### src/rtl/serial_subtractor_32bit.sv
// ---------------------------------------------------------------------------
// serial_subtractor_32bit
//
// Bit-serial subtractor. It computes diff = (a - b - bin) mod 2^WIDTH one bit
// per clock, LSB first, and also produces the unsigned borrow-out and the
// two's-complement overflow flag. Operands are taken with a valid/ready
// handshake and the result is returned with a valid/ready handshake.
//
// Sequence: IDLE (accept) -> RUN (WIDTH cycles) -> DONE (hold until taken).
//
// Ports
//   clk        clock, rising edge active
//   rst        synchronous active-high reset
//   in_valid   operands a/b/bin are presented this cycle
//   in_ready   block is idle and accepts operands
//   a, b, bin  minuend, subtrahend, borrow-in
//   out_valid  diff/bout/ovf hold a finished result
//   out_ready  consumer takes the result this cycle
//   diff       (a - b - bin) mod 2^WIDTH
//   bout       1 when unsigned a < b + bin
//   ovf        signed overflow of a - b - bin
// ---------------------------------------------------------------------------
module serial_subtractor_32bit #(
   parameter int WIDTH = 32
) (
   input  logic             clk,
   input  logic             rst,
   input  logic             in_valid,
   output logic             in_ready,
   input  logic [WIDTH-1:0] a,
   input  logic [WIDTH-1:0] b,
   input  logic             bin,
   output logic             out_valid,
   input  logic             out_ready,
   output logic [WIDTH-1:0] diff,
   output logic             bout,
   output logic             ovf
);

   localparam int CW = $clog2(WIDTH);
   localparam logic [CW-1:0] LAST_BIT = CW'(WIDTH - 1);

   typedef enum logic [1:0] {
      ST_IDLE = 2'd0,
      ST_RUN  = 2'd1,
      ST_DONE = 2'd2
   } state_t;

   state_t           state_r;
   state_t           state_s;
   logic [CW-1:0]    cnt_r;
   logic [WIDTH-1:0] a_r;
   logic [WIDTH-1:0] b_r;
   logic             br_r;
   logic [WIDTH-1:0] res_r;
   logic [WIDTH-1:0] diff_r;
   logic             bout_r;
   logic             ovf_r;

   logic             bit_a_s;
   logic             bit_b_s;
   logic             d_s;
   logic             br_next_s;
   logic             in_ready_s;
   logic             out_valid_s;

   // One-bit full-subtractor slice on the bit selected by the counter.
   always_comb begin
      bit_a_s   = a_r[cnt_r];
      bit_b_s   = b_r[cnt_r];
      d_s       = bit_a_s ^ bit_b_s ^ br_r;
      br_next_s = (~bit_a_s & bit_b_s) | (~(bit_a_s ^ bit_b_s) & br_r);
   end

   // FSM state register.
   always_ff @(posedge clk) begin
      if (rst) begin
         state_r <= ST_IDLE;
      end else begin
         state_r <= state_s;
      end
   end

   // FSM next-state and handshake decode.
   always_comb begin
      state_s     = state_r;
      in_ready_s  = 1'b0;
      out_valid_s = 1'b0;
      case (state_r)
         ST_IDLE: begin
            in_ready_s = 1'b1;
            if (in_valid) begin
               state_s = ST_RUN;
            end else begin
               state_s = ST_IDLE;
            end
         end
         ST_RUN: begin
            if (cnt_r == LAST_BIT) begin
               state_s = ST_DONE;
            end else begin
               state_s = ST_RUN;
            end
         end
         ST_DONE: begin
            out_valid_s = 1'b1;
            if (out_ready) begin
               state_s = ST_IDLE;
            end else begin
               state_s = ST_DONE;
            end
         end
         default: begin
            state_s = ST_IDLE;
         end
      endcase
   end

   // Operand capture, serial datapath and result registers.
   always_ff @(posedge clk) begin
      if (rst) begin
         cnt_r  <= {CW{1'b0}};
         a_r    <= {WIDTH{1'b0}};
         b_r    <= {WIDTH{1'b0}};
         br_r   <= 1'b0;
         res_r  <= {WIDTH{1'b0}};
         diff_r <= {WIDTH{1'b0}};
         bout_r <= 1'b0;
         ovf_r  <= 1'b0;
      end else begin
         case (state_r)
            ST_IDLE: begin
               if (in_valid) begin
                  a_r   <= a;
                  b_r   <= b;
                  br_r  <= bin;
                  cnt_r <= {CW{1'b0}};
                  res_r <= {WIDTH{1'b0}};
               end
            end
            ST_RUN: begin
               // Result bits enter at the MSB and shift down, so after WIDTH
               // steps bit 0 has reached position 0.
               res_r <= {d_s, res_r[WIDTH-1:1]};
               br_r  <= br_next_s;
               cnt_r <= cnt_r + CW'(1);
               if (cnt_r == LAST_BIT) begin
                  diff_r <= {d_s, res_r[WIDTH-1:1]};
                  bout_r <= br_next_s;
                  // d_s is the sign bit of the result on this last step.
                  ovf_r  <= (a_r[WIDTH-1] != b_r[WIDTH-1]) && (d_s != a_r[WIDTH-1]);
               end
            end
            ST_DONE: begin
               cnt_r <= cnt_r;
            end
            default: begin
               cnt_r <= {CW{1'b0}};
            end
         endcase
      end
   end

   assign in_ready  = in_ready_s;
   assign out_valid = out_valid_s;
   assign diff      = diff_r;
   assign bout      = bout_r;
   assign ovf       = ovf_r;

endmodule

### config.mk
export PLATFORM = sky130hd
export DESIGN_NAME = serial_subtractor_32bit
export DESIGN_NICKNAME = d
export VERILOG_FILES = /design/src/rtl/serial_subtractor_32bit.sv
export SDC_FILE = /design/constraint.sdc
export NUM_CORES = 1
export LEC_CHECK = 0
export ABC_AREA = 1
export BUFFER_PORTS_ARGS = -buffer_cell sky130_fd_sc_hd__buf_2
export CAP_MARGIN = 20
export CELL_PAD_IN_SITES_DETAIL_PLACEMENT = 1
export CELL_PAD_IN_SITES_GLOBAL_PLACEMENT = 1
export CORE_ASPECT_RATIO = 0.8
export CORE_MARGIN = 2
export CORE_UTILIZATION = 35
export DETAILED_ROUTE_END_ITERATION = 8
export PLACE_DENSITY = 0.75
export REMOVE_ABC_BUFFERS = 1
export SYNTH_ARGS = -nofsm -noshare
export SYNTH_HDL_FRONTEND = slang
export SYNTH_SLANG_ARGS = --single-unit
export TNS_END_PERCENT = 100
### constraint.sdc
create_clock -name clk -period 2 [get_ports clk]
set_input_delay 0.2 -clock clk [delete_from_list [all_inputs] [get_ports clk]]
set_output_delay 0.2 -clock clk [all_outputs]
set_load 0.005 [all_outputs]
==> summary.txt, run 1 <==
Synth
  – Avg Synthesized Cell Area: 7.24 µm²
  – Yosys reg bits: 137
  – Synthesized area: 5540 µm²
  – Synth Area in Simple Gates: 0.296
  – Compound-Gate Fraction of Synth Area: 0.132
  – Largest family of logic cells by synthesized area: simple AND/OR/NAND/NOR gates
  – Mux contribution to synthesized area: 0
  – Synth Area in Adders: 0.00813
  – Synth Instances: 765
  – Synth Area in XOR/XNOR: 0
  – Yosys cell types: 25
  – Warnings from Yosys: 0
  – Sequential element share of the synthesized area: 0.495

Layout
  – Nets: 937
  – Multi-input logic area: 2460 µm²
  – Layout Area Growth over Synthesis: 25.6%
  – Reg area: 2750 µm²
  – Finished Layout Cells: 1,092
  – N_diodes: 0
  – Fill count: 1,976
  – Fraction of layout cells with a size suffix above 1: 0.214

Worst setup path
  – Critical path's largest stage delay: 0.57 ns
  – Worst setup path class: flip-flop to flip-flop
  – Cells along the critical path: inv_6 > buf_12 > nand2_1 > nand3_1 > nand3_1 > nand2_1 > nand2_1 > nand2_1 > nand2_1 > nand2_2 > fa_2 > nand3_1 > nand2_1 > o221ai_2 > inv_1
  – Crit-path most repeated cell: nand2_1
  – Slowest-stage cell, CP: fa_2
  – Crit start category: flip-flop
  – CP Data Arrival Time: 2.40 ns
  – Worst Setup End Kind: flip-flop
  – Buf/Inv on CP: 3
  – Required @ worst endpoint: 2.36 ns
  – Critical path's top delay family: simple AND/OR/NAND/NOR gates
  – Crit-path max FO: 11

Die
  – Ports: 105
  – Core region area: 15,600 µm²
  – Initial Utilization: 0.354
  – Die Area: 16,900 µm²
  – Die width: 145 µm
  – DIE HEIGHT: 117 µm
  – Rows: 41

Power and ir drop
  – Seq pwr share: 0.449
  – Sw Ratio: 0.249
  – Switching power: 1620 µW
  – Static leakage: 0.00288 µW
  – Combinational Power Share: 0.101
  – Internal power: 4900 µW
  – Design Power: 6530 µW
  – P per Cell Area: 938 nW/µm²
  – Peak supply drop: 0.545 mV
  – Clock network power share: 0.450

Clock tree
  – Maximum level of the CTS H-tree: 4
  – CTS root buffer: clkbuf_16
  – CTS clk-pin slew, worst paths: 0.06 ns
  – CTS tree: built
  – CTS Buffer Depth: 2
  – Num CTS Buffers: 17
  – Clk_lat worst skew: 0.42 ns
  – CTS sink cnt: 137

Status
  – Violations in the final reports: negative setup slack
  – Outcome: finished, violations left

Timing
  – Skew final: 0.00807 ns
  – Max Slew Vio Count: 0
  – Max frequency: 491 MHz
  – Max_slew headroom: 0.501
  – Count of final hold-check violations: 0
  – Period Utilization, post-route: 1.02
  – Worst slew pin tran: 0.749 ns
  – Post-route setup TNS: -0.0891 ns
  – RSZ-0062 raised after global routing: true
  – Final setup fails: 3
  – Final min period: 2.04 ns
  – Final worst-path setup slack: -0.0381 ns
  – Minimum hold slack: 0.0169 ns

Placed design
  – DP HPWL: 10.1 mm
  – Placed cells: 1,056
  – Pre-CTS WS: -0.137 ns
  – Port buffer count: 104
  – Placer Congestion: 0.793

GRT
  – Grt total ovfl: 0
  – Number of global-route vias before repair: 5,078
  – Pin count of the biggest net entering global routing: 72
  – Overall track demand over capacity in global routing: 0.186
  – Initial antenna violation count: 0
  – First-pass GRT wire length: 24.8 mm

Route
  – Vias per Instance: 4.78
  – DRT iter0 DRCs: 260
  – Final wirelength: 15.1 mm
  – Routed WL per cell: 13.8 µm
  – DRT Pass-1 Iters: 4
  – DRC Markers: 0
  – ANT nets after route: 0
  – DR vias: 5,225

Min path
  – Hold WC Path Type: input port to flip-flop

Job
  – Number of max-capacitance violations reported: 0
registers in the layout, summed over array words and instances (netlist names):
| register | cells |
|---|---|
| res_r | 31 |
| b_r | 32 |
| state_r | 2 |
| ovf | 1 |
| bout | 1 |
| a_r | 32 |
| cnt_r | 5 |
| br_r | 1 |
| diff | 32 |
cell families after synthesis:
group,after synthesis
AO/OA/AOI/OAI,142
flip-flops,137
AND/OR/NAND/NOR,412
buffers and inverters,71
adder cells (fa/ha/maj),3
routing by layer:
layer,GRT usage,wire length [µm],vias up
met5,0,0,-
met3,0.0344,542,21
li1,-,-,2656
met4,0.0647,231,0
met1,0.258,7590,2472
met2,0.292,6750,76
cells in the mapped netlist, drive strengths merged:
cell | n | area (µm²)
o221ai | 1 | 8.76
a211oi | 1 | 7.51
fa | 1 | 20.0
a22oi | 1 | 7.51
a221oi | 1 | 15.0
nand2 | 224 | 846
buf | 37 | 253
nand4 | 1 | 6.26
nand3 | 52 | 260
clkbuf | 17 | 63.8
a21oi | 71 | 355
o21ai | 66 | 330
nor2 | 133 | 517
ha | 2 | 25.0
inv | 17 | 63.8
dfxtp | 137 | 2740
o31ai | 1 | 7.51
nor3 | 2 | 10.0
power by group through the flow:
stage	Sequential, µW	Combinational, µW	Clock (µW)
CTS	2930	660	2990
floorplan	2970	351	0
detailed placement	2980	628	0
finish	2930	659	2940
global route	2940	756	3110
global placement	2980	613	0
tightest hold or removal path: cells and delay by family:
family	cells	cell delay (ns)
simple gates	1	0.07
compound gates	1	0.06
buf+inv	1	0.07
final cells by class:
type / count / share of cell area
clock inverters: 8 / 0.0103
flip-flops and latches: 137 / 0.395
multi-input cells: 557 / 0.354
repair buffers: 135 / 0.122
inverters: 17 / 0.0110
well taps: 215 / 0.0387
clock buffers: 23 / 0.0687
stage by stage:
| step | utilization | cell area, µm² |
|---|---|---|
| finish | 0.445 | 6960 |
| global route | 0.445 | 6960 |
| CTS | 0.440 | 6890 |
| detailed placement | 0.400 | 6260 |
| global placement | 0.400 | 6260 |
| floorplan | - | 5220 |
timing repair:
item	4_1_cts	5_1_grt
hold endpoints to repair	0	0
cloned	1	1
setup endpoints to repair	35	37
hold buffers	0	0
resized for setup	17	8
pin swaps	3	14
setup buffers	0	3
cells in the final DEF, fill, tap and decap left out, types with 2 or more instances in the layout:
master and n:
buf_2 104, nand3_1 49, nand2_2 5, clkbuf_8 3
clkbuf_16 18, o21ai_0 58, a21oi_1 70, clkbuf_1 3
nor2_1 130, nand2_1 218, inv_1 10, clkinv_2 5
buf_4 23, ha_1 2, nor2_4 2, o21ai_1 8
nand3_2 3, inv_2 5, buf_12 4, dfxtp_1 136
final timing paths:
check                           startpoint        to  slack, ns  cells after the start
worst max-delay path              cnt_r[0]       ovf      -0.04                     15
worst min-delay path                  b[6]    b_r[6]       0.02                      3
worst min register to register    diff[18]  diff[18]       0.46                      2
worst max register to register    cnt_r[0]       ovf      -0.04                     15
No activity file was read; power rests on OpenSTA's default activity.
==> run 2: changes to the inputs <==
--- a/config.mk
+++ b/config.mk
@@ -12,9 +12,10 @@
 export CELL_PAD_IN_SITES_GLOBAL_PLACEMENT = 1
 export CORE_ASPECT_RATIO = 0.8
 export CORE_MARGIN = 2
-export CORE_UTILIZATION = 35
+export CORE_UTILIZATION = 37
+export CTS_BUF_LIST = sky130_fd_sc_hd__clkbuf_2 sky130_fd_sc_hd__clkbuf_4 sky130_fd_sc_hd__clkbuf_8
 export DETAILED_ROUTE_END_ITERATION = 8
-export PLACE_DENSITY = 0.75
+export PLACE_DENSITY = 0.79
 export REMOVE_ABC_BUFFERS = 1
 export SYNTH_ARGS = -nofsm -noshare
 export SYNTH_HDL_FRONTEND = slang
==> summary.txt, run 2 (same netlist as run 1, synthesis figures left out) <==
GRT
  – Overall track demand over capacity in global routing: 0.198 (was 0.186)
  – Pin count of the biggest net entering global routing: 72 (unchanged)
  – Initial antenna violation count: 0 (unchanged)
  – Grt total ovfl: 0 (unchanged)
  – First-pass GRT wire length: 25.5 mm (was 24.8 mm)
  – Number of global-route vias before repair: 5,416 (was 5,078)

Worst setup path
  – Slowest-stage cell, CP: fa_2 (unchanged)
  – Crit-path max FO: 8 (was 11)
  – Crit start category: flip-flop (unchanged)
  – Buf/Inv on CP: 3 (unchanged)
  – Worst setup path class: flip-flop to flip-flop (unchanged)
  – Crit-path most repeated cell: nand2_2 (was nand2_1)
  – Worst Setup End Kind: flip-flop (unchanged)
  – Required @ worst endpoint: 2.39 ns (was 2.36 ns)
  – Critical path's top delay family: simple AND/OR/NAND/NOR gates (unchanged)
  – Cells along the critical path: inv_8 > buf_8 > nand2_4 > nand3_2 > nand3_2 > nand2_2 > nand2_2 > nand2_1 > nand2_1 > nand2_2 > fa_2 > nand3_2 > nand2_2 > o221ai_2 > inv_1 (was inv_6 > buf_12 > nand2_1 > nand3_1 > nand3_1 > nand2_1 > nand2_1 > nand2_1 > nand2_1 > nand2_2 > fa_2 > nand3_1 > nand2_1 > o221ai_2 > inv_1)
  – Critical path's largest stage delay: 0.59 ns (was 0.57 ns)
  – CP Data Arrival Time: 2.53 ns (was 2.40 ns)

Job
  – Number of max-capacitance violations reported: 0 (unchanged)

Clock tree
  – CTS root buffer: clkbuf_8 (was clkbuf_16)
  – Maximum level of the CTS H-tree: 4 (unchanged)
  – CTS tree: built (unchanged)
  – Num CTS Buffers: 17 (unchanged)
  – CTS sink cnt: 137 (unchanged)
  – CTS clk-pin slew, worst paths: 0.07 ns (was 0.06 ns)
  – CTS Buffer Depth: 2 (unchanged)
  – Clk_lat worst skew: 0.44 ns (was 0.42 ns)

Timing
  – Final min period: 2.14 ns (was 2.04 ns)
  – Max frequency: 467 MHz (was 491 MHz)
  – Final setup fails: 3 (unchanged)
  – Max Slew Vio Count: 0 (unchanged)
  – Max_slew headroom: 0.479 (was 0.501)
  – Minimum hold slack: 0.0223 ns (was 0.0169 ns)
  – Count of final hold-check violations: 0 (unchanged)
  – Post-route setup TNS: -0.401 ns (was -0.0891 ns)
  – Worst slew pin tran: 0.780 ns (was 0.749 ns)
  – Period Utilization, post-route: 1.07 (was 1.02)
  – RSZ-0062 raised after global routing: true (unchanged)
  – Skew final: 0.00829 ns (was 0.00807 ns)
  – Final worst-path setup slack: -0.141 ns (was -0.0381 ns)

Placed design
  – DP HPWL: 10.2 mm (was 10.1 mm)
  – Port buffer count: 104 (unchanged)
  – Placer Congestion: 0.778 (was 0.793)
  – Pre-CTS WS: -0.190 ns (was -0.137 ns)

Route
  – Vias per Instance: 4.96 (was 4.78)
  – Routed WL per cell: 14.8 µm (was 13.8 µm)
  – DRC Markers: 0 (unchanged)
  – Final wirelength: 15.8 mm (was 15.1 mm)
  – DRT iter0 DRCs: 208 (was 260)
  – DR vias: 5,321 (was 5,225)
  – ANT nets after route: 0 (unchanged)
  – DRT Pass-1 Iters: 4 (unchanged)

Die
  – Ports: 105 (unchanged)
  – Die width: 141 µm (was 145 µm)
  – Initial Utilization: 0.383 (was 0.354)
  – Core region area: 14,400 µm² (was 15,600 µm²)
  – Rows: 39 (was 41)
  – Die Area: 16,000 µm² (was 16,900 µm²)
  – DIE HEIGHT: 113 µm (was 117 µm)

Status
  – Outcome: finished, violations left (unchanged)
  – Violations in the final reports: negative setup slack (unchanged)

Layout
  – Most common cell after layout, fill and taps aside: nand2_1 (unchanged)
  – Layout Area Growth over Synthesis: 25.5% (was 25.6%)
  – Most frequent cells in the layout: nand2_1, dfxtp_1, nor2_1 (unchanged)
  – Multi-input logic area: 2530 µm² (was 2460 µm²)
  – Nets: 949 (was 937)
  – Fill count: 1,847 (was 1,976)
  – N_diodes: 0 (unchanged)
  – Fraction of layout cells with a size suffix above 1: 0.231 (was 0.214)
  – Reg area: 2750 µm² (about the same)

Min path
  – Hold WC Path Type: input port to flip-flop (unchanged)

Power and ir drop
  – Peak supply drop: 0.436 mV (was 0.545 mV)
  – P per Cell Area: 832 nW/µm² (was 938 nW/µm²)
  – Static leakage: 0.00287 µW (was 0.00288 µW)
## run 2: per-stage QoR
stage | utilization | std cells | area (µm²) | total power (µW)
floorplan | - | 711 | 5220 | 3320
global placement | 0.423 | 1018 | 6120 | 3560
detailed placement | 0.423 | 1018 | 6120 | 3600
CTS | 0.469 | 1068 | 6770 | 5790
global route | 0.481 | 1072 | 6950 | 6050
finish | 0.481 | 1072 | 6950 | 5780
## run 2: layer usage
layer	routed length, µm	global-route usage	vias up
met4	285	0.0667	0
met5	0	0	-
met2	7740	0.336	88
li1	-	-	2677
met1	7150	0.246	2531
met3	630	0.0554	25
## run 2: path summary, 6_finish.rpt
kind	from	cells after the start	slack [ns]	to
worst min register to register	diff[2]	2	0.46	diff[2]
worst max-delay path	cnt_r[0]	15	-0.14	ovf
worst min-delay path	a[11]	3	0.02	a_r[11]
worst max register to register	cnt_r[0]	15	-0.14	ovf
## run 2: layout make-up
cell class	instances	area share
multi-input combinational	557	0.364
clock buffer	27	0.0472
tap	184	0.0331
sequential	137	0.396
timing repair inverter	1	0.000720
inverter	17	0.0119
timing repair buffer	146	0.142
clock inverter	3	0.00576
## run 2: power by group
group	switching (µW)	internal [µW]	total (µW)	leakage, µW
clock network	975	1160	2140	0.000198
logic	423	294	718	0.00155
registers	82.6	2850	2930	0.00112
## run 2: repair_timing
| action | 4_1_cts | 5_1_grt |
|---|---|---|
| resized for setup | 22 | 40 |
| endpoints found under the hold margin | 19 | 0 |
| pin swaps | 6 | 16 |
| buffers inserted | 0 | 2 |
| cloned | 1 | 2 |
| setup endpoints to repair | 9 | 35 |
| hold buffers | 19 | 0 |
## run 2: worst register-to-register path, stage by stage (launching register included)
cell and delay [ns]:
dfxtp_4 0.41, inv_8 0.06, buf_8 0.14, nand2_4 0.06, nand3_2 0.08, nand3_2 0.08
nand2_2 0.06, nand2_2 0.08, nand2_1 0.07, nand2_1 0.07, nand2_2 0.07, fa_2 0.59
nand3_2 0.09, nand2_2 0.07, o221ai_2 0.08, inv_1 0.08
==> run 3: changes to the inputs <==
--- a/config.mk
+++ b/config.mk
@@ -5,14 +5,13 @@
 export SDC_FILE = /design/constraint.sdc
 export NUM_CORES = 1
 export LEC_CHECK = 0
-export ABC_AREA = 1
 export BUFFER_PORTS_ARGS = -buffer_cell sky130_fd_sc_hd__buf_2
 export CAP_MARGIN = 20
 export CELL_PAD_IN_SITES_DETAIL_PLACEMENT = 1
 export CELL_PAD_IN_SITES_GLOBAL_PLACEMENT = 1
 export CORE_ASPECT_RATIO = 0.8
 export CORE_MARGIN = 2
-export CORE_UTILIZATION = 37
+export CORE_UTILIZATION = 38
 export CTS_BUF_LIST = sky130_fd_sc_hd__clkbuf_2 sky130_fd_sc_hd__clkbuf_4 sky130_fd_sc_hd__clkbuf_8
 export DETAILED_ROUTE_END_ITERATION = 8
 export PLACE_DENSITY = 0.79
==> summary.txt, run 3 <==
Status
  – Outcome: finished, violations left (unchanged)
  – Violations in the final reports: negative setup slack (unchanged)

GRT
  – First-pass GRT wire length: 27.4 mm (was 25.5 mm)
  – Overall track demand over capacity in global routing: 0.230 (was 0.198)
  – Grt total ovfl: 0 (unchanged)
  – Number of global-route vias before repair: 5,421 (was 5,416)
  – Pin count of the biggest net entering global routing: 66 (was 72)
  – Initial antenna violation count: 0 (unchanged)

Synth
  – Ys async rst share: 0 (unchanged)
  – Synthesized area: 5400 µm² (was 5540 µm²)
  – Most common cell in the netlist: nand2_1 (unchanged)
  – Synth top area share: 0.508 (was 0.495)
  – Cell taking the most area after synthesis: dfxtp_1 (unchanged)
  – Yosys reg bits: 137 (unchanged)
  – Post-synth EDFFs: 0 (unchanged)
  – Top_reg_cell synth: dfxtp_1 (unchanged)
  – Warnings from Yosys: 0 (unchanged)
  – Yosys cell types: 35 (was 25)
  – Commonest cells post-synth: nand2_1, dfxtp_1, a21oi_1 (was nand2_1, dfxtp_1, nor2_1)
  – Synth Instances: 648 (was 765)
  – Sequential element share of the synthesized area: 0.508 (was 0.495)
  – Synth area leaders: dfxtp_1, nand2_1, a21oi_1 (was dfxtp_1, nand2_1, nor2_1)
  – Avg Synthesized Cell Area: 8.33 µm² (was 7.24 µm²)

Timing
  – Count of final hold-check violations: 0 (unchanged)
  – Minimum hold slack: 0.0115 ns (was 0.0223 ns)
  – Final min period: 2.43 ns (was 2.14 ns)
  – Period Utilization, post-route: 1.21 (was 1.07)
  – RSZ-0062 raised after global routing: true (unchanged)
  – Max frequency: 412 MHz (was 467 MHz)
  – Worst slew pin tran: 0.562 ns (was 0.780 ns)
  – Max Slew Vio Count: 0 (unchanged)
  – Final worst-path setup slack: -0.428 ns (was -0.141 ns)
  – Skew final: 0.0131 ns (was 0.00829 ns)
  – Final setup fails: 5 (was 3)
  – Max_slew headroom: 0.626 (was 0.479)

Layout
  – Nets: 881 (was 949)
  – Most frequent cells in the layout: nand2_1, dfxtp_1, buf_2 (was nand2_1, dfxtp_1, nor2_1)
  – N_diodes: 0 (unchanged)
  – Layout Area Growth over Synthesis: 35.8% (was 25.5%)
  – Most common cell after layout, fill and taps aside: nand2_1 (unchanged)
  – Fraction of layout cells with a size suffix above 1: 0.236 (was 0.231)
  – Finished Layout Cells: 1,002 (was 1,072)
  – Post-layout util: 0.534 (was 0.481)

Placed design
  – Pre-CTS WS: -0.503 ns (was -0.190 ns)
  – Port buffer count: 104 (unchanged)
  – DP HPWL: 10.1 mm (was 10.2 mm)
  – Placer Congestion: 0.864 (was 0.778)
  – Placed cells: 912 (was 1,018)

Die
  – Initial Utilization: 0.393 (was 0.383)
  – Die width: 137 µm (was 141 µm)
  – Die Area: 15,200 µm² (was 16,000 µm²)
  – Ports: 105 (unchanged)
  – DIE HEIGHT: 111 µm (was 113 µm)
  – Rows: 38 (was 39)
  – Core region area: 13,700 µm² (was 14,400 µm²)

Clock tree
  – Num CTS Buffers: 17 (unchanged)
  – CTS Buffer Depth: 2 (unchanged)
  – CTS sink cnt: 137 (unchanged)
  – CTS tree: built (unchanged)
  – Clk_lat worst skew: 0.46 ns (was 0.44 ns)
  – CTS clk-pin slew, worst paths: 0.08 ns (was 0.07 ns)
  – Maximum level of the CTS H-tree: 4 (unchanged)
  – CTS root buffer: clkbuf_8 (unchanged)

Route
  – DRT Pass-1 Iters: 5 (was 4)
  – Routed WL per cell: 17.3 µm (was 14.8 µm)
  – ANT nets after route: 0 (unchanged)
  – DR vias: 5,101 (was 5,321)
  – DRT iter0 DRCs: 216 (was 208)
  – Vias per Instance: 5.09 (was 4.96)
  – DRC Markers: 0 (unchanged)
  – Final wirelength: 17.3 mm (was 15.8 mm)

Power and ir drop
  – Static leakage: 0.00290 µW (was 0.00287 µW)
  – Peak supply drop: 0.426 mV (was 0.436 mV)
  – P per Cell Area: 841 nW/µm² (was 832 nW/µm²)

Worst setup path
  – CP Data Arrival Time: 2.77 ns (was 2.53 ns)
  – Worst Setup End Kind: flip-flop (unchanged)
  – Cells along the critical path: buf_4 > mux2i_2 > a22oi_1 > and4b_1 > a31oi_2 > o211ai_1 > fa_1 > nor2_1 > a211oi_2 > nor3_1 (was inv_8 > buf_8 > nand2_4 > nand3_2 > nand3_2 > nand2_2 > nand2_2 > nand2_1 > nand2_1 > nand2_2 > fa_2 > nand3_2 > nand2_2 > o221ai_2 > inv_1)
  – Required @ worst endpoint: 2.34 ns (was 2.39 ns)
  – Slowest-stage cell, CP: fa_1 (was fa_2)
  – Critical path's largest stage delay: 0.57 ns (was 0.59 ns)
  – Crit-path max FO: 8 (unchanged)
  – Crit start category: flip-flop (unchanged)
  – Worst setup path class: flip-flop to flip-flop (unchanged)

Job
  – Number of max-capacitance violations reported: 0 (unchanged)

Min path
  – Hold WC Path Type: input port to flip-flop (unchanged)
==> run 3: changes by cell type after synthesis, moves of 9 or more <==
cell and delta:
nor2_1 -86, o21ai_0 -57, nand3_1 -50, a22oi_1 +48, mux2i_1 +33, a21oi_1 +30
nand2_1 -20, buf_4 -12, inv_1 -9
==> run 3: worst max-delay path, delay by kind of cell (launching register included) <==
family / cells / cell delay, ns
simple gates: 3 / 0.34
mux: 1 / 0.22
fa+ha+maj: 1 / 0.57
compound gates: 4 / 0.62
flops: 1 / 0.42
buf+inv: 1 / 0.14
==> run 3: metrics by stage <==
step	total power [µW]	setup TNS (ns)	cell area [µm²]
global route	6400	-2.06	7330
global placement	3420	-1.00	6180
finish	6170	-1.53	7330
detailed placement	3450	-1.76	6180
floorplan	3170	-36.28	5110
CTS	6130	-1.28	7240
==> run 3: area by class of cell <==
class                   instances  area, µm²
clock buffers                  19        255
repair buffers                192       1450
fillers                      1647       6410
flip-flops and latches        137       2750
multi-input cells             459       2450
inverters                       2       7.51
clock inverters                13        200
well taps                     180        225
==> run 3: cells by family after synthesis <==
logic type	after synthesis	synth area share
xor+xnor	2	0.00325
mux	33	0.0612
compound gates	159	0.174
buf+inv	52	0.0542
simple gates	262	0.191
flops	137	0.508
fa+ha+maj	3	0.00834
==> run 3: timing repair <==
item	4_1_cts	5_1_grt
pin swaps	7	8
buffers inserted	1	2
endpoints found under the setup margin	5	15
endpoints found under the hold margin	54	0
cloned	0	1
hold buffers	54	0
gates resized for setup	14	13
==> run 3: power breakdown <==
part / internal [µW] / switching [µW]
clock network: 1520 / 1110
logic: 295 / 355
registers: 2810 / 66.4
total: 4630 / 1530
==> run 3: final timing paths <==
path | to | start | cells after the start | slack [ns]
worst max register to register | ovf | cnt_r[1] | 10 | -0.43
worst min register to register | diff[20] | diff[20] | 2 | 0.46
worst max-delay path | ovf | cnt_r[1] | 10 | -0.43
worst min-delay path | b_r[13] | b[13] | 3 | 0.01
==> run 3: per-layer routing <==
layer  share of wire  up-vias  track usage
met3           0.031       42       0.0482
met5               0        -            0
li1                -     2508            -
met1            0.43     2445        0.276
met4           0.028        0       0.0948
met2            0.51      106        0.395
